$ cat config.mk
export PLATFORM = sky130hd
export DESIGN_NAME = apb_ic_master_mux_flat
export DESIGN_NICKNAME = d
export VERILOG_FILES = /design/src/rtl/apb_ic_master_mux_pkg.sv /design/src/rtl/apb_ic_master_mux_if.sv /design/src/rtl/apb_ic_master_mux_onehot_enc.sv /design/src/rtl/apb_ic_master_mux.sv /design/src/flat_wrapper.sv
export SDC_FILE = /design/constraint.sdc
export NUM_CORES = 1
export LEC_CHECK = 0
export BUFFER_PORTS_ARGS = -buffer_cell sky130_fd_sc_hd__buf_4
export CELL_PAD_IN_SITES_DETAIL_PLACEMENT = 2
export CELL_PAD_IN_SITES_GLOBAL_PLACEMENT = 2
export CORE_ASPECT_RATIO = 0.5
export CORE_MARGIN = 2
export CORE_UTILIZATION = 21
export CTS_CLUSTER_DIAMETER = 150
export DETAILED_ROUTE_END_ITERATION = 16
export GPL_TIMING_DRIVEN = 0
export PLACE_DENSITY = 0.89
export SKIP_LAST_GASP = 1
export SLEW_MARGIN = 20
export SYNTH_ARGS = -nofsm -noshare
export SYNTH_HDL_FRONTEND = slang
export SYNTH_SLANG_ARGS = --single-unit
$ cat constraint.sdc
create_clock -name clk -period 2.4 [get_ports clk]
set_input_delay 0.24 -clock clk [delete_from_list [all_inputs] [get_ports clk]]
set_output_delay 0.24 -clock clk [all_outputs]
set_load 0.005 [all_outputs]
$ cat src/rtl/apb_ic_master_mux_pkg.sv
// Shared types and defaults for the APB master-side multiplexer.
// The optional ACCESS timeout is enabled with the APB_IC_TIMEOUT_EN macro.
package apb_ic_master_mux_pkg;

    typedef enum logic [1:0] {
        ST_IDLE   = 2'd0,
        ST_SETUP  = 2'd1,
        ST_ACCESS = 2'd2,
        ST_DONE   = 2'd3
    } state_t;

    localparam int DEF_NUM_MASTERS = 4;
    localparam int DEF_ADDR_WIDTH  = 16;
    localparam int DEF_DATA_WIDTH  = 16;

    // Timeout counter is never narrower than 8 bits.
    function automatic int cnt_width(input int max_count);
        int w;
        w = $clog2(max_count + 1);
        return (w < 8) ? 8 : w;
    endfunction

endpackage

$ cat src/rtl/apb_ic_master_mux_if.sv
// Bundle of master-side, slave-side and arbiter signals around the multiplexer.
// The 'master' modport is the multiplexer's view; 'slave' is the environment's view.
interface apb_ic_master_mux_if
    import apb_ic_master_mux_pkg::*;
#(
    parameter int NUM_MASTERS = DEF_NUM_MASTERS,
    parameter int ADDR_WIDTH  = DEF_ADDR_WIDTH,
    parameter int DATA_WIDTH  = DEF_DATA_WIDTH
);
    // Handshake: a master starts with psel=1/penable=0 while granted and holds its
    // request stable until its m_pready bit pulses for one cycle; the slave side
    // completes an ACCESS cycle when s_psel && s_penable && s_pready.
    logic [NUM_MASTERS-1:0]            grants;
    logic [NUM_MASTERS-1:0]            reqs;
    logic [NUM_MASTERS-1:0]            m_psel;
    logic [NUM_MASTERS-1:0]            m_penable;
    logic [NUM_MASTERS-1:0]            m_pwrite;
    logic [NUM_MASTERS*ADDR_WIDTH-1:0] m_paddr;
    logic [NUM_MASTERS*DATA_WIDTH-1:0] m_pwdata;
    logic [DATA_WIDTH-1:0]             m_prdata;
    logic [NUM_MASTERS-1:0]            m_pready;
    logic                              m_pslverr;
    logic                              s_psel;
    logic                              s_penable;
    logic                              s_pwrite;
    logic [ADDR_WIDTH-1:0]             s_paddr;
    logic [DATA_WIDTH-1:0]             s_pwdata;
    logic [DATA_WIDTH-1:0]             s_prdata;
    logic                              s_pready;
    state_t                            state;

    modport master (
        input  grants, m_psel, m_penable, m_pwrite, m_paddr, m_pwdata, s_prdata, s_pready,
        output reqs, m_prdata, m_pready, m_pslverr,
        output s_psel, s_penable, s_pwrite, s_paddr, s_pwdata, state
    );

    modport slave (
        output grants, m_psel, m_penable, m_pwrite, m_paddr, m_pwdata, s_prdata, s_pready,
        input  reqs, m_prdata, m_pready, m_pslverr,
        input  s_psel, s_penable, s_pwrite, s_paddr, s_pwdata, state
    );

endinterface

$ cat src/rtl/apb_ic_master_mux_onehot_enc.sv
// One-hot (or multi-hot) grant vector to index; the lowest set bit wins.
module apb_ic_master_mux_onehot_enc #(
    parameter int N  = 4,
    parameter int IW = 2
) (
    input  logic [N-1:0]  onehot,
    output logic [IW-1:0] index,
    output logic          valid
);

    always_comb begin
        index = '0;
        valid = 1'b0;
        // Scan downwards so the lowest set bit is the last one written.
        for (int i = N - 1; i >= 0; i--) begin
            if (onehot[i]) begin
                index = IW'(i);
                valid = 1'b1;
            end
        end
    end

endmodule

$ cat src/rtl/apb_ic_master_mux.sv
// Replays the granted master's APB transfer onto the shared slave bus and returns the response to it.
// Define APB_IC_TIMEOUT_EN to abort ACCESS after TIMEOUT_CYCLES with m_pslverr=1.
module apb_ic_master_mux
    import apb_ic_master_mux_pkg::*;
#(
    parameter int NUM_MASTERS = DEF_NUM_MASTERS,
    parameter int ADDR_WIDTH  = DEF_ADDR_WIDTH,
    parameter int DATA_WIDTH  = DEF_DATA_WIDTH
`ifdef APB_IC_TIMEOUT_EN
    , parameter int TIMEOUT_CYCLES = 255
`endif
) (
    input logic                 clk,
    input logic                 reset,
    apb_ic_master_mux_if.master bus
);

    localparam int IW = (NUM_MASTERS > 1) ? $clog2(NUM_MASTERS) : 1;

    state_t                 state;
    logic [IW-1:0]          grant_idx;
    logic                   grant_valid;
    logic                   start;
    logic                   abort;
    logic [IW-1:0]          owner;
    logic [ADDR_WIDTH-1:0]  paddr_q;
    logic [DATA_WIDTH-1:0]  pwdata_q;
    logic [DATA_WIDTH-1:0]  prdata_q;
    logic                   pwrite_q;
    logic                   psel_q;
    logic                   penable_q;
    logic [NUM_MASTERS-1:0] pready_q;

    apb_ic_master_mux_onehot_enc #(.N(NUM_MASTERS), .IW(IW)) u_enc (
        .onehot (bus.grants),
        .index  (grant_idx),
        .valid  (grant_valid)
    );

    assign bus.reqs = bus.m_psel;
    // Only a fresh SETUP phase from the granted master starts a transfer.
    assign start = grant_valid && bus.m_psel[grant_idx] && !bus.m_penable[grant_idx];

`ifdef APB_IC_TIMEOUT_EN
    localparam int CW = cnt_width(TIMEOUT_CYCLES);
    logic [CW-1:0] tmo_cnt;
    logic          aborted;
    logic          pslverr_q;

    assign abort = (state == ST_ACCESS) && (tmo_cnt == CW'(TIMEOUT_CYCLES));

    always_ff @(posedge clk) begin
        if (!reset) begin
            tmo_cnt   <= '0;
            aborted   <= 1'b0;
            pslverr_q <= 1'b0;
        end else begin
            pslverr_q <= (state == ST_DONE) && aborted;
            if (state == ST_SETUP) begin
                tmo_cnt <= '0;
                aborted <= 1'b0;
            end else if (state == ST_ACCESS && !abort) begin
                tmo_cnt <= tmo_cnt + 1'b1;
            end else if (abort && !bus.s_pready) begin
                aborted <= 1'b1;
            end
        end
    end

    assign bus.m_pslverr = pslverr_q;
`else
    assign abort         = 1'b0;
    assign bus.m_pslverr = 1'b0;
`endif

    always_ff @(posedge clk) begin
        if (!reset) begin
            state     <= ST_IDLE;
            owner     <= '0;
            paddr_q   <= '0;
            pwdata_q  <= '0;
            pwrite_q  <= 1'b0;
            prdata_q  <= '0;
            psel_q    <= 1'b0;
            penable_q <= 1'b0;
            pready_q  <= '0;
        end else begin
            pready_q <= '0;
            case (state)
                ST_IDLE: begin
                    if (start) begin
                        owner    <= grant_idx;
                        paddr_q  <= bus.m_paddr[grant_idx * ADDR_WIDTH +: ADDR_WIDTH];
                        pwdata_q <= bus.m_pwdata[grant_idx * DATA_WIDTH +: DATA_WIDTH];
                        pwrite_q <= bus.m_pwrite[grant_idx];
                        psel_q   <= 1'b1;
                        state    <= ST_SETUP;
                    end
                end
                ST_SETUP: begin
                    penable_q <= 1'b1;
                    state     <= ST_ACCESS;
                end
                ST_ACCESS: begin
                    if (bus.s_pready) begin
                        prdata_q  <= bus.s_prdata;
                        psel_q    <= 1'b0;
                        penable_q <= 1'b0;
                        state     <= ST_DONE;
                    end else if (abort) begin
                        prdata_q  <= '0;
                        psel_q    <= 1'b0;
                        penable_q <= 1'b0;
                        state     <= ST_DONE;
                    end
                end
                ST_DONE: begin
                    pready_q <= NUM_MASTERS'(1) << owner;
                    state    <= ST_IDLE;
                end
                default: state <= ST_IDLE;
            endcase
        end
    end

    assign bus.s_psel    = psel_q;
    assign bus.s_penable = penable_q;
    assign bus.s_pwrite  = pwrite_q;
    assign bus.s_paddr   = paddr_q;
    assign bus.s_pwdata  = pwdata_q;
    assign bus.m_prdata  = prdata_q;
    assign bus.m_pready  = pready_q;
    assign bus.state     = state;

endmodule

$ cat src/flat_wrapper.sv
// flat-port wrapper written by rule: the top's interface ports become plain ports
module apb_ic_master_mux_flat import apb_ic_master_mux_pkg::*;
#(
    parameter int NUM_MASTERS = DEF_NUM_MASTERS,
    parameter int ADDR_WIDTH  = DEF_ADDR_WIDTH,
    parameter int DATA_WIDTH  = DEF_DATA_WIDTH

)
  (clk, reset, bus_grants, bus_m_psel, bus_m_penable, bus_m_pwrite, bus_m_paddr, bus_m_pwdata, bus_s_prdata, bus_s_pready, bus_reqs, bus_m_prdata, bus_m_pready, bus_m_pslverr, bus_s_psel, bus_s_penable, bus_s_pwrite, bus_s_paddr, bus_s_pwdata, bus_state);
  apb_ic_master_mux_if #(.NUM_MASTERS(NUM_MASTERS), .ADDR_WIDTH(ADDR_WIDTH), .DATA_WIDTH(DATA_WIDTH)) bus_i ();
  input logic clk;
  input logic reset;
  input wire logic [$bits(bus_i.grants)-1:0] bus_grants;
  input wire logic [$bits(bus_i.m_psel)-1:0] bus_m_psel;
  input wire logic [$bits(bus_i.m_penable)-1:0] bus_m_penable;
  input wire logic [$bits(bus_i.m_pwrite)-1:0] bus_m_pwrite;
  input wire logic [$bits(bus_i.m_paddr)-1:0] bus_m_paddr;
  input wire logic [$bits(bus_i.m_pwdata)-1:0] bus_m_pwdata;
  input wire logic [$bits(bus_i.s_prdata)-1:0] bus_s_prdata;
  input wire logic [$bits(bus_i.s_pready)-1:0] bus_s_pready;
  output wire logic [$bits(bus_i.reqs)-1:0] bus_reqs;
  output wire logic [$bits(bus_i.m_prdata)-1:0] bus_m_prdata;
  output wire logic [$bits(bus_i.m_pready)-1:0] bus_m_pready;
  output wire logic [$bits(bus_i.m_pslverr)-1:0] bus_m_pslverr;
  output wire logic [$bits(bus_i.s_psel)-1:0] bus_s_psel;
  output wire logic [$bits(bus_i.s_penable)-1:0] bus_s_penable;
  output wire logic [$bits(bus_i.s_pwrite)-1:0] bus_s_pwrite;
  output wire logic [$bits(bus_i.s_paddr)-1:0] bus_s_paddr;
  output wire logic [$bits(bus_i.s_pwdata)-1:0] bus_s_pwdata;
  output wire logic [$bits(bus_i.state)-1:0] bus_state;
  assign bus_i.grants = bus_grants;
  assign bus_i.m_psel = bus_m_psel;
  assign bus_i.m_penable = bus_m_penable;
  assign bus_i.m_pwrite = bus_m_pwrite;
  assign bus_i.m_paddr = bus_m_paddr;
  assign bus_i.m_pwdata = bus_m_pwdata;
  assign bus_i.s_prdata = bus_s_prdata;
  assign bus_i.s_pready = bus_s_pready;
  assign bus_reqs = bus_i.reqs;
  assign bus_m_prdata = bus_i.m_prdata;
  assign bus_m_pready = bus_i.m_pready;
  assign bus_m_pslverr = bus_i.m_pslverr;
  assign bus_s_psel = bus_i.s_psel;
  assign bus_s_penable = bus_i.s_penable;
  assign bus_s_pwrite = bus_i.s_pwrite;
  assign bus_s_paddr = bus_i.s_paddr;
  assign bus_s_pwdata = bus_i.s_pwdata;
  assign bus_state = bus_i.state;
  apb_ic_master_mux #(.NUM_MASTERS(NUM_MASTERS), .ADDR_WIDTH(ADDR_WIDTH), .DATA_WIDTH(DATA_WIDTH)) u_core (.clk(clk), .reset(reset), .bus(bus_i));
endmodule
==> results of run 1 <==
final timing paths:
path                            from                 endpoint
max              u_core.bus.state[0]    u_core.bus.s_paddr[4]
min reg2reg  u_core.bus.m_prdata[14]  u_core.bus.m_prdata[14]
min                 bus_s_prdata[14]  u_core.bus.m_prdata[14]
max reg2reg      u_core.bus.state[0]    u_core.bus.s_paddr[4]
flip-flops by register name (all words and copies together) (netlist names):
signal,flops
u_core.bus.s_psel,1
u_core.bus.s_penable,1
u_core.bus.s_pwrite,1
u_core.bus.m_prdata,16
u_core.bus.s_paddr,16
u_core.owner,2
u_core.bus.m_pready,4
u_core.bus.s_pwdata,16
u_core.bus.state,2
layout by cell type (no fill, tap or decap), drive strengths merged:
master / n
a211o: 1
a21o: 1
a21oi: 21
a221o: 25
a221oi: 1
a22o: 7
a22oi: 25
a32oi: 1
and2: 2
and2b: 1
and3: 1
and3b: 2
and4bb: 2
buf: 240
clkbuf: 22
clkinv: 3
clkinvlp: 2
conb: 1
dfxtp: 59
ha: 4
inv: 6
mux2: 25
mux2i: 1
mux4: 7
nand2: 41
nand2b: 1
nand3: 2
nand3b: 2
nor2: 30
nor2b: 1
nor3: 2
nor3b: 1
o2111ai: 1
o211ai: 2
o21ai: 4
o21bai: 1
o221a: 1
o311a: 1
or3: 1
layer usage:
layer / wire, um / vias up / track usage, %
met4: 661 / 0 / 10.24
met2: 8837 / 121 / 39.62
met3: 666 / 43 / 4.337
met5: 0 / - / 0
met1: 5900 / 1770 / 20.95
li1: - / 1632 / -
Yosys cell counts (2+ instances only):
library cell and count:
dfxtp_1 59, nand2_1 41, nor2_1 29, a221o_1 25
a22oi_1 25, a21oi_1 21, mux2_1 19, clkbuf_1 11
a22o_1 7, buf_4 7, mux4_2 7, inv_1 6
mux2_2 6, buf_6 5, buf_2 4, ha_1 4
and2_1 2, and3b_1 2, nand3_1 2, nand3b_1 2
nor3_1 2, o21ai_0 2, o21ai_2 2
metrics by stage:
step | setup WS [ps] | power [mW] | hold slack [ps] | instances
finish | 174.4 | 3.406 | 163.4 | 743
global route | 11.88 | 3.569 | 157.7 | 743
global placement | 140.9 | 2.108 | 443.9 | 727
detailed placement | 9.635 | 2.168 | 455.1 | 727
floorplan | 648.1 | 1.598 | 376.0 | 312
CTS | 158.6 | 3.442 | 154.6 | 743
cell families (layout without fill, tap and decap cells):
kind of cell | Yosys count | count (layout) | synth area share (%)
and+or+nand+nor | 89 | 89 | 13.61
other | 1 | 1 | 0.1236
muxes | 33 | 33 | 14.80
DFF | 59 | 59 | 38.93
AOI/OAI and AO/OA | 92 | 92 | 24.41
adders and majority gates | 4 | 4 | 1.650
buffers and inverters | 34 | 273 | 6.474
final cells by class:
class | instances | area share [%]
Multi-Input combinational cell | 219 | 31.62
Inverter | 6 | 0.4299
Buffer | 28 | 3.320
Tap cell | 192 | 4.586
Clock buffer | 11 | 4.824
Timing Repair Buffer | 223 | 31.96
Sequential cell | 59 | 22.55
Clock inverter | 5 | 0.7165
power by group through the flow:
stage               Combinational, mW  Clock (mW)  Sequential (mW)
finish                          0.988        1.25             1.17
global route                     1.06        1.32             1.19
CTS                             0.996        1.27             1.17
detailed placement              0.977           0             1.19
global placement                0.928           0             1.18
floorplan                       0.411           0             1.19
critical path, cell delays in order (launching register included):
cell and delay (ps):
dfxtp_1 360, inv_1 110, ha_1 370, nand2_1 150, nor3b_2 590, buf_2 370
a221o_1 210
==> metrics.cfg, run 1 <==
[sta]
rsz0062_at_grt=false
worst_pin_slew_ps=795.1
hold_viol=0
fin_tns_setup_ps=0
max_slew_margin_pct=47.00
fin_crit_ps=2226
setup_violations=0
finalMaxSlewViolations=0
fin_crit_sh_pct=92.73
fmax_mhz=449.3
finClkSkew_ps=7.991

[critical_path]
crit_type=reg -> reg
critPathRequiredTime_ps=2660
cp-end-kind=register
crit_arrival_ps=2490
start_kind=register
critPathMaxFanout=10
reg2reg_depth=6
reg2reg_slack_ps=170

[logic_synthesis]
synth_area_sq_um=3034
ys_types=45
async_flop_share_pct=0
synth_seq_area_share_pct=38.93
synth_top_cell_area_share_pct=38.93
yosysWarnings=0
syn_nets=479
synth_edf_count=0
synth_ff_type=dfxtp_1
syn_inst=312
avgSynthCellArea_sq_um=9.725
synth_seq_cells=59
yosysTopAreaCell=dfxtp_1
yosys-top-cells-area=dfxtp_1 39%, a221o_1 8.2%, mux2_1 7.1%, a22oi_1 6.2%, mux4_2 5.2%

[finish]
nNetsFinal=713
layout-drive-gt1-share_pct=50.45
regArea_sq_um=1181
postLayoutCellArea_sq_um=5239
antenna_cells=0
post-route-util_pct=37.93
multiInputGateArea_sq_um=1657
fillCellCount=1557
syn_to_final_growth_pct=72.66

[place]
placed_area_sq_um=4949
hpwl_mm=12.70
gp_congestion=0.7911
io_buffers=223

[global_route]
antenna_found_initial=0
grt_max_degree=12
grt-ovfl-total=0
grt_pass1_vias=4074
grt_pass1_wl_mm=23.31
track_usage_pct=20.15

[route]
dr_total_vias=3566
ant_nets=0
dr.first_iter.drc_count=140
wl_per_cell_um=21.62
via_per_inst=4.799
drt_pass1_iterations=4
drt_wl_total_mm=16.07
drc_errors=0

[floorplan]
die_w_um=174.0
core_area_sq_um=13810
io_pins=225
rows=30
start_util_pct=21.97
die_area_sq_um=15480
die_y_um=89.00

[run]
drv_cap=0

[power]
switchingPower_mw=1.025
p_comb_share_pct=29.0
pwr-share-clk_pct=36.6
pwr_density_cell_nw_per_um2=650.2
leakage_nw=2.369
ir_worst_vdd_v=0.0004112
switching_share_pct=30.10
internal_power_mw=2.381
pwr-share-seq_pct=34.4

[clocking]
cts_resized=0
clockRootBuffer=clkbuf_16
ctsHoldBuffers=0
clk_pin_slew_ps=50
clock_sinks=59
post-cts-setup-buffers=0
clock_path_buffers=2
clk_latency_ps=330
cts_max_level=3
cts_inserted_buffers=9
cts_tree=yes

[status]
status=finished, final reports clean

[worst_hold_path]
hold_depth=3
hold_class=in -> reg

(Power assumes the default switching activity.)
==> run 2, diff against run 1 <==
Settings changed: REMOVE_ABC_BUFFERS set to 1.
==> run 2 against run 1 <==
Clock-buffer cell count up 1. First-iteration DRC count decreased by 25%. Register-to-register slack better by 80 ps. Total power is 3.4% lower. Flip-flop and latch count stayed put. Critical path depth is 1 lower. Worst setup slack got worse by 7.0 ps. Clock power is 3% lower. Via count down 5.9%. Combinational power shrank 7.7%. Utilization is 0.72 points lower. Wire length shrank 15%. Critical path type is now in -> reg. Largest power group unchanged.
==> metrics.cfg, run 2 (synthesized netlist as in run 1, its figures left out) <==
[status]
status=finished, final reports clean

[place]
pre_cts_slack_ps=-977.6
io_buffers=223
placed_area_sq_um=4807
hpwl_mm=10.34
gp_congestion=0.7093

[power]
ir_worst_vdd_v=0.0003638
fin_total_pwr_mw=3.290
pwr_density_cell_nw_per_um2=640.2
leakage_nw=2.302

[critical_path]
critPathMaxFanout=31
slowest_delay_ps=640
start_kind=primary input
reg2reg_slack_ps=250
critPathRequiredTime_ps=2600
cp-end-kind=register
crit_arrival_ps=2430
critPathSlowestCell=o21bai_4
path_cells=buf_4, and2b_2, o21bai_4, mux2_1, a221o_1
crit_type=in -> reg

[global_route]
grt_pass1_vias=3778
grt-ovfl-total=0
track_usage_pct=17.30
grt_pass1_wl_mm=20.67
antenna_found_initial=0
grt_max_degree=33

[sta]
fin_crit_sh_pct=93.02
setup_slack_ps=167.4
whs_ps=158.6
finalMaxSlewViolations=0
finClkSkew_ps=8.281
fin_crit_ps=2233
worst_pin_slew_ps=793.4
fin_tns_setup_ps=0
fmax_mhz=447.9
rsz0062_at_grt=false
hold_viol=0
max_slew_margin_pct=47.08
setup_violations=0

[finish]
layout-drive-gt1-share_pct=50.66
antenna_cells=0
syn_to_final_growth_pct=69.36
fillCellCount=1600
final_common_cell=buf_4
nNetsFinal=691
layout_common_cells=227 x buf_4, 59 x dfxtp_1, 41 x nand2_1
postLayoutCellArea_sq_um=5139

[floorplan]
die_area_sq_um=15480
die_y_um=89.00
die_w_um=174.0
io_pins=225
rows=30
start_util_pct=21.97
core_area_sq_um=13810

[route]
ant_nets=0
via_per_inst=4.652
drt_wl_total_mm=13.68
drt_pass1_iterations=4
wl_per_cell_um=18.98
drc_errors=0
dr.first_iter.drc_count=105
dr_total_vias=3354

[clocking]
clockRootBuffer=clkbuf_16
clk_latency_ps=320
cts_tree=yes
clock_path_buffers=2
cts_max_level=3
clk_pin_slew_ps=50
cts_inserted_buffers=9
clock_sinks=59

[run]
drv_cap=0

[worst_hold_path]
hold_class=in -> reg

run 2: cell count changes in the layout (fill, tap and decap cells not counted), moves of 2 or more:
cell	before	now
buf_2	4	0
clkinv_4	2	0
buf_6	5	0
buf_4	230	227
clkbuf_1	11	1
run 2: worst paths after layout:
path	start	end	cells past startpoint
worst max register to register	u_core.bus.state[1]	u_core.bus.s_pwdata[2]	6
worst min register to register	u_core.bus.m_prdata[1]	u_core.bus.m_prdata[1]	2
worst min-delay path	bus_s_prdata[7]	u_core.bus.m_prdata[7]	3
worst max-delay path	bus_grants[2]	u_core.bus.s_pwdata[14]	5
run 2: layer usage:
metal / share of wire, % / up-vias / global-route usage (%)
met5: 0 / - / 0
met4: 2.7 / 0 / 6.035
met2: 55 / 105 / 34.63
li1: - / 1590 / -
met3: 4.0 / 27 / 3.699
met1: 38 / 1632 / 18.50
run 2: final cells by class:
cell class	count	area (sq um)	share of cell area [%]
Clock inverter	4	25.02	0.4870
Inverter	6	22.52	0.4383
Sequential cell	59	1181	22.99
Timing Repair Buffer	228	1719	33.46
Tap cell	192	240.2	4.675
Clock buffer	12	256.5	4.991
Multi-Input combinational cell	220	1694	32.97
run 2: where the power goes:
part	total, mW	internal (mW)	switching (mW)	leakage [nW]
combinational	0.912	0.505	0.407	1.69
clock	1.21	0.750	0.456	0.135
sequential	1.17	1.10	0.0764	0.479
total	3.29	2.35	0.939	2.30
run 2: per-stage QoR:
stage,utilization (%),std cells
3_5_place_dp,34.80,700
5_1_grt,37.20,721
3_3_place_gp,34.57,699
4_1_cts,37.20,721
6_report,37.20,721
2_1_floorplan,-,284
run 2: timing repair:
action                                  in CTS  in global routing
setup buffers                                4                  0
gates resized for setup                      2                  0
hold buffers                                 0                  0
endpoints found under the setup margin      32                  0
hold endpoints to repair                     0                  0
run 2: critical path, delay by kind of cell:
family                 cells  cell delay [ps]
buffers and inverters      1              310
and+or+nand+nor            1              500
muxes                      1              390
AOI/OAI and AO/OA          2              970
==> run 3, diff against run 2 <==
Settings changed: RECOVER_POWER set to 50.
==> run 3 against run 2 <==
Clock skew is 0.92 ps lower. Via count shrank 0.30%. Cell count did not move. Worst setup slack improved by 7.1 ps. Critical path depth did not move. Cell area decreased by 1.4%. Clock power is essentially flat. Critical endpoint unchanged. Largest cell class is now multi-input combinational cells.
==> metrics.cfg, run 3 (synthesized netlist as in run 1, its figures left out) <==
[status]
status=finished, final reports clean

[floorplan]
start_util_pct=21.97
core_area_sq_um=13810
die_w_um=174.0
io_pins=225
rows=30
die_y_um=89.00
die_area_sq_um=15480

[clocking]
clock_path_buffers=2
clock_sinks=59
clockRootBuffer=clkbuf_16
clk_latency_ps=320
cts_max_level=3
clk_pin_slew_ps=50
cts_tree=yes
cts_inserted_buffers=9

[worst_hold_path]
hold_depth=3
hold_class=in -> reg
holdPathEnd=u_core.bus.m_prdata[7]
min-delay-start=bus_s_prdata[7]

[route]
drc_errors=0
via_per_inst=4.638
dr.first_iter.drc_count=121
drt_pass1_iterations=4
wl_per_cell_um=18.94
drt_wl_total_mm=13.65
dr_total_vias=3344
ant_nets=0

[sta]
max_slew_margin_pct=47.46
worst_pin_slew_ps=787.8
whs_ps=159.9
fmax_mhz=449.3
rsz0062_at_grt=false
fin_crit_ps=2225
finClkSkew_ps=7.363
fin_crit_sh_pct=92.73
fin_tns_setup_ps=0
setup_violations=0
finalMaxSlewViolations=0
hold_viol=0

[global_route]
antenna_found_initial=0
grt-ovfl-total=0
track_usage_pct=17.30
grt_pass1_vias=3778
grt_max_degree=33
grt_pass1_wl_mm=20.67

[power]
pwr-share-seq_pct=36.0
leakage_nw=2.202
internal_power_mw=2.312
pwr_density_cell_nw_per_um2=640.6
fin_total_pwr_mw=3.246
p_comb_share_pct=26.9
pwr-share-clk_pct=37.1
ir_worst_vdd_v=0.0003618
switching_share_pct=28.76
switchingPower_mw=0.9337

[place]
place_inst=700
hpwl_mm=10.34
io_buffers=223
gp_congestion=0.7093

[critical_path]
reg2reg_slack_ps=250
r2r_start=u_core.bus.state[1]
path_cells=buf_4, and2b_2, o21bai_4, mux2_1, a221o_1
start_kind=primary input
critPathRequiredTime_ps=2600
critPathSlowestCell=o21bai_4
crit_arrival_ps=2430
reg2reg_depth=6
crit_type=in -> reg
critPathMaxFanout=31
slowest_delay_ps=640
cp-end-kind=register
cp_num_buf_inv=1
crit_cells=5
crit_family=compound AO/OA/AOI/OAI gates
r2r-end=u_core.bus.s_pwdata[2]

[finish]
nNetsFinal=691
layout_common_cells=170 x buf_4, 59 x dfxtp_1, 41 x nand2_1
antenna_cells=0
final_cells=721
final_common_cell=buf_4
layout-drive-gt1-share_pct=47.07
syn_to_final_growth_pct=67.01

[run]
drv_cap=0

-- run 3: cell types whose count changed in the layout (fill, tap and decap cells not counted), sizes merged --
cell    delta
clkbuf    +57
buf       -57
-- run 3: final cells by class --
cell class              instances  area (sq um)
clock buffers                  12         256.5
clock inverters                 4         25.02
fillers                      1620          8746
inverters                       6         22.52
multi-input cells             220          1694
flip-flops and latches         59          1181
well taps                     192         240.2
repair buffers                228          1648
-- run 3: power by group through the flow --
stage / Clock, mW / Combinational (mW) / Sequential [mW]
global route: 1.30 / 0.958 / 1.19
global placement: 0 / 0.862 / 1.19
finish: 1.20 / 0.874 / 1.17
CTS: 1.25 / 0.928 / 1.17
floorplan: 0 / 0.361 / 1.19
detailed placement: 0 / 0.913 / 1.19
-- run 3: per-stage QoR --
step	setup WS (ps)	instance area, sq um	utilization, %
floorplan	127.1	2860	-
global placement	-890.3	4775	34.57
detailed placement	-977.6	4807	34.80
CTS	125.0	5139	37.20
global route	55.26	5067	36.68
finish	174.5	5067	36.68
-- run 3: worst register-to-register path: cells and delay by family, from the launching register on --
family,cells,cell delay [ps]
adders and majority gates,1,390
buffers and inverters,2,360
DFF,1,360
and+or+nand+nor,2,820
AOI/OAI and AO/OA,1,170
-- run 3: what timing repair did --
action	4_1_cts	5_1_grt
endpoints found under the hold margin	0	0
gates resized for setup	2	0
endpoints found under the setup margin	32	0
setup buffers	4	0
hold buffers	0	0
-- run 3: worst max path at each step --
stage | startpoint | endpoint | slack, ps
2_1_floorplan | bus_grants[2] | u_core.bus.s_pwdata[0] | 130
3_3_place_gp | bus_grants[2] | u_core.bus.s_pwdata[0] | -890
3_5_place_dp | bus_grants[2] | u_core.bus.s_pwdata[0] | -980
4_1_cts | bus_grants[2] | u_core.bus.s_pwdata[14] | 120
5_1_grt | u_core.bus.state[0] | u_core.bus.s_pwdata[2] | 60
6_report | bus_grants[2] | u_core.bus.s_pwdata[14] | 170
-- run 3: metal layers --
metal / track usage (%) / wire length (um)
met3: 3.699 / 492
met2: 34.63 / 7543
met4: 6.035 / 367
met5: 0 / 0
met1: 18.50 / 5251
